$ cat src/rtl/bht_update_queue.sv
// Branch-outcome FIFO between MEM-stage resolution and the global BHT write port,
// plus saturating branch / misprediction counters for performance monitoring.
module bht_update_queue #(
  parameter int unsigned DEPTH = 4
) (
  input  logic        clk,
  input  logic        rst,
  input  logic        resolve_valid,
  input  logic [15:0] resolve_pc,
  input  logic        resolve_taken,
  input  logic        resolve_predicted,
  input  logic        hold,
  output logic        write,
  output logic [15:0] write_pc,
  output logic        taken,
  output logic        full,
  output logic        overflow,
  output logic [15:0] branch_count,
  output logic [15:0] mispredict_count
);

  localparam int unsigned AW = $clog2(DEPTH);
  localparam logic [AW:0] DEPTH_CNT = (AW+1)'(DEPTH);

  logic [16:0]   mem [DEPTH];
  logic [AW-1:0] rd_ptr;
  logic [AW-1:0] wr_ptr;
  logic [AW:0]   count;
  logic          accept;
  logic          drop;

  // Head is always visible; write only qualifies it, so no enqueue bypass exists.
  assign write    = (count != '0) && !hold;
  assign write_pc = mem[rd_ptr][16:1];
  assign taken    = mem[rd_ptr][0];
  assign full     = (count == DEPTH_CNT);

  assign accept = resolve_valid && ((count < DEPTH_CNT) || write);
  assign drop   = resolve_valid && !accept;

  always_ff @(posedge clk or posedge rst) begin
    if (rst) begin
      for (int unsigned i = 0; i < DEPTH; i++) begin
        mem[i] <= '0;
      end
      rd_ptr           <= '0;
      wr_ptr           <= '0;
      count            <= '0;
      overflow         <= 1'b0;
      branch_count     <= '0;
      mispredict_count <= '0;
    end else begin
      if (accept) begin
        mem[wr_ptr] <= {resolve_pc, resolve_taken};
        wr_ptr      <= wr_ptr + 1'b1;
      end
      if (write) begin
        rd_ptr <= rd_ptr + 1'b1;
      end
      case ({accept, write})
        2'b10:   count <= count + 1'b1;
        2'b01:   count <= count - 1'b1;
        default: count <= count;
      endcase
      if (drop) begin
        overflow <= 1'b1;
      end
      if (resolve_valid && (branch_count != '1)) begin
        branch_count <= branch_count + 16'd1;
      end
      if (resolve_valid && (resolve_taken != resolve_predicted) && (mispredict_count != '1)) begin
        mispredict_count <= mispredict_count + 16'd1;
      end
    end
  end

endmodule
$ cat config.mk
export PLATFORM = sky130hd
export DESIGN_NAME = bht_update_queue
export DESIGN_NICKNAME = d
export VERILOG_FILES = /design/src/rtl/bht_update_queue.sv
export SDC_FILE = /design/constraint.sdc
export NUM_CORES = 1
export LEC_CHECK = 0
export CAP_MARGIN = 20
export CORE_ASPECT_RATIO = 1.5
export CORE_MARGIN = 10
export CORE_UTILIZATION = 60
export CTS_BUF_LIST = sky130_fd_sc_hd__clkbuf_8
export DETAILED_ROUTE_END_ITERATION = 12
export PLACE_DENSITY = 0.86
export SETUP_SLACK_MARGIN = 0.05
export SLEW_MARGIN = 5
export SYNTH_ARGS = -nofsm -noshare
export SYNTH_HDL_FRONTEND = slang
export SYNTH_SLANG_ARGS = --single-unit
$ cat constraint.sdc
create_clock -name clk -period 7.74 [get_ports clk]
set_input_delay 1.548 -clock clk [delete_from_list [all_inputs] [get_ports clk]]
set_output_delay 1.548 -clock clk [all_outputs]
set_load 0.01 [all_outputs]
Word-level counts from Yosys, hierarchy flattened. Cells that the tools add are included.

Add/subtract/negate cells: 6. Magnitude comparators: 4. Equal/unequal tests: 6. Muxes and demuxes: 7. Bitwise logic cells: 2. Reductions and logical operators: 12.

Operator list (number): bitwise mux 68 bit (1); 2-to-1 mux 17 bit (3); binary-select mux 17 bit (select 2 bit) (1); demux 17 bit (select 2 bit) (1); adder 16 x 1 -> 16 bit, second input constant (2); inequality test 16 bit, second input constant (2); logical AND 1 bit (7); greater-or-equal comparator 3 bit, second input constant (2); inverter 2 -> 3 bit (2); one-hot mux 3 bit (2 select lines) (1); adder 2 x 1 -> 2 bit, second input constant (2); adder 3 x 1 -> 3 bit, second input constant (1); == test 3 bit, second input constant (1); less-than comparator 3 x 1 -> 1 bit, second input constant (1); less-than comparator 3 bit, second input constant (1); nonzero test 3 bit (1); subtractor 3 x 1 -> 3 bit, second input constant (1); == test 2 x 1 -> 1 bit, second input constant (1); == test 2 bit, second input constant (1); logical NOT 1 bit (2); nonzero test 2 bit (1); logical OR 1 bit (1); inequality test 1 bit (1).

Register bits: 108. Bits of input ports: 22. Output and inout bits: 52.

Longest topological paths before layout.
Depth after elaboration: 6. Mapped depth: 7. Gate-level depth less buffers: 7.

Least setup slack after synthesis. No wires, ideal clock.

Path type: input-to-output. Start: input hold. End: output write. Arrival: 1.841 ns. Data required time: 6.192 ns. Path slack: 4.351 ns. Cell stages on the path: 1. Path buffers: 0. Cells stage by stage: nor2_1.

Word-level cells in the longest chain between the ends: 2.

RTL lines: start: declaration (line 12) `input logic hold,`; logical NOT 1 bit (line 33) `assign write = (count != '0) && !hold;`; logical AND 1 bit (line 33); end: declaration (line 13) `output logic write,`.

No other way between the ends.

Final worst setup path. Same ends and word-level chain as after synthesis.

==> metrics.csv <==
metric;value;unit
grt ovf;0;
setup TNS;0;ns
RSZ-0062 raised after global routing;false;
worst vdd ir;0.227;mV
setup bufs post-CTS;0;
Setup CP Type;in2out;
switching share of power;31.0;%
status;completed;
Post-Synth Adder-Cell Area;2.17;%
Iteration-0 DRC Markers;142;
R2R Setup Slk;5.76;ns
DP Wirelength;6710;um
CTS Buf Count;9;
Tot GR Track Use;16.7;%
max-slew violations;0;
Worst-path clk slew;0.09;ns
post-synthesis register bit count;108;
Post-synth ARST share;100;%
Root Buffer;clkbuf_8;
CORE AREA;0.00806;sq mm
mux share of post-synthesis cell area;24.6;%
Die X;94.3;um
Syn-to-layout area delta;20.7;%
nets;456;
gpl congestion;0.828;
Top FF cell, synth;dfrtp_1;
Comb pwr share;41.9;%
Simple-Gate Fraction of Synth Area;10.1;%
crit path from;hold;
Synth warnings;0;
row cnt;40;
Mapped Cells;348;
PD cells;378;mW/mm^2
Clk pwr share;14.8;%
Critical Path RT;6.19;ns
# IOs;74;
largest net degree at the start of global routing;92;
Port Buffers;73;
share of cells above drive strength 1;27.3;%
clock latency at the later pin of the worst-skew pair;0.36;ns
fin crit share;58.1;%
P_leak;2.55;nW
RR Startpoint;count[2]$_DFFE_PP0P_;
Post-synth EDFFs;0;
residual DRC count;0;
Max Fclk;222;MHz
WL final;9850;um
min Tclk post-route;4.50;ns
Arr. time, crit path;2.95;ns
final setup skew;0.00487;ns
critical path endpoint;write;
Die Area;0.0124;sq mm
vias in the first global route;3389;
antenna violations before repair;0;
Worst Setup End Kind;primary output;
P_sw;0.000702;W
# clock sinks;108;
startpoint types;input pin;
CP max FO;4;
XOR/XNOR Fraction of Synth Area;5.64;%
top-area cell type share of the netlist area;54.4;%
largest family of logic cells by synthesized area;multiplexers;
H-tree depth;3;
cells on worst reg2reg path;7;
maxcap violations;0;
Resized cells post-CTS;0;
# hold bufs at CTS;0;
drt pass-1 iters;4;
Power Internal;0.00156;W
DP Worst Slack;3.27;ns
Worst Tran Pin Value;0.887;ns
Final Core Density;74.5;%
Mean Syn Cell Area;14.3;sq um
area of the mapped netlist;0.00497;sq mm
synth top area cells;dfrtp_1 54%, mux2_2 17%, mux4_2 7.7%;
Initial Utilization;61.7;%
Hold Vio Cnt, Final;0;
Min-Delay Path Depth;1;
Final ANT Viol Nets;0;
Reg power frac;43.3;%
Synth area leader;dfrtp_1;
Die Span Y;131;um
Final WS setup;3.24;ns
Max clock buf depth;2;
average wire per standard cell;18.4;um
antenna cells;0;
reg2reg end;count[2]$_DFFE_PP0P_;
Rel. slew slack;40.9;%
vias;3105;
top cells by count, synth;108 x dfrtp_1, 73 x mux2_2, 17 x mux4_2, 17 x xnor2_1;
Post-Layout Inst Area;0.00600;sq mm
detailed-route vias per instance;5.81;
first-pass GRT wire length;16600;um
Setup Viol. Count Final;0;
most frequent cell after synthesis;dfrtp_1;
CTS tree;yes;
compound-gate portion of the synthesized area;1.16;%
Syn Nets;378;
placed cell area;0.00578;sq mm
register area share after synthesis;54.4;%
Min-Delay Path Class;reg2reg;
post-synthesis cell type count;34;
-- metrics by stage --
stage / cells / hold WS, ns / total power (W)
final: 534 / 0.483 / 0.00227
after global routing: 534 / 0.506 / 0.00241
after CTS: 533 / 0.490 / 0.00229
after detailed placement: 519 / 0.465 / 0.00195
after global placement: 519 / 0.449 / 0.00191
after floorplan: 348 / 0.474 / 0.00155
-- metal layers --
metal  part of all wire, %  global-route usage, %
met4                   1.4                   5.76
met2                    52                   27.6
met5                     0                      0
met1                    40                   19.6
met3                   6.5                   5.64
-- worst max-delay path, cell delays in order --
cell and delay, ns:
clkdlybuf4s50_1 0.48, nor2_1 0.30, clkdlybuf4s50_1 0.62
-- area by class of cell --
type | instances | area, sq um
tap | 105 | 131
fill | 564 | 2060
sequential | 108 | 2700
multi-input combinational | 224 | 2170
timing repair buffer | 76 | 773
clock buffer | 11 | 151
clock inverter | 3 | 38.8
inverter | 7 | 28.8
-- cells in the final DEF, fill, tap and decap left out, types with 7 or more instances in the layout --
master and count:
xor2_1 15, nand3_1 8, nor2_1 8, nor3_1 10
dfrtp_1 108, mux4_2 17, nand4_1 15, clkdlybuf4s50_1 73
inv_1 7, clkbuf_8 11, mux2_2 73, xnor2_1 17
nand2_1 15, ha_1 7
-- state kept, by name, summed over array words and instances, names as in the netlist --
register and cells:
wr_ptr 2, mem 68, overflow 1, mispredict_count 16
branch_count 16, rd_ptr 2, count 3
-- power groups by stage --
| stage | Sequential (W) | Clock [W] | Combinational (W) |
|---|---|---|---|
| after CTS | 0.000979 | 0.000345 | 0.000970 |
| after global routing | 0.00101 | 0.000366 | 0.00104 |
| final | 0.000980 | 0.000336 | 0.000950 |
| after floorplan | 0.000934 | 0 | 0.000615 |
| after detailed placement | 0.000987 | 0 | 0.000968 |
| after global placement | 0.000970 | 0 | 0.000938 |
-- worst min-delay path by stage --
stage | slack [ns] | end | startpoint
after floorplan | 0.47 | mem[17]$_DFFE_PP0P_ | mem[17]$_DFFE_PP0P_
after global placement | 0.45 | overflow$_DFFE_PP0P_ | overflow$_DFFE_PP0P_
after global routing | 0.51 | overflow$_DFFE_PP0P_ | overflow$_DFFE_PP0P_
after CTS | 0.49 | overflow$_DFFE_PP0P_ | overflow$_DFFE_PP0P_
after detailed placement | 0.46 | overflow$_DFFE_PP0P_ | overflow$_DFFE_PP0P_
final | 0.48 | overflow$_DFFE_PP0P_ | overflow$_DFFE_PP0P_
-- cell families after synthesis --
| logic type | Yosys count |
|---|---|
| DFF | 108 |
| muxes | 92 |
| and+or+nand+nor | 85 |
| xor gates and xnor gates | 32 |
| buffers and inverters | 16 |
| adders and majority gates | 8 |
| AOI/OAI and AO/OA | 7 |
(Power assumes the default switching activity.)
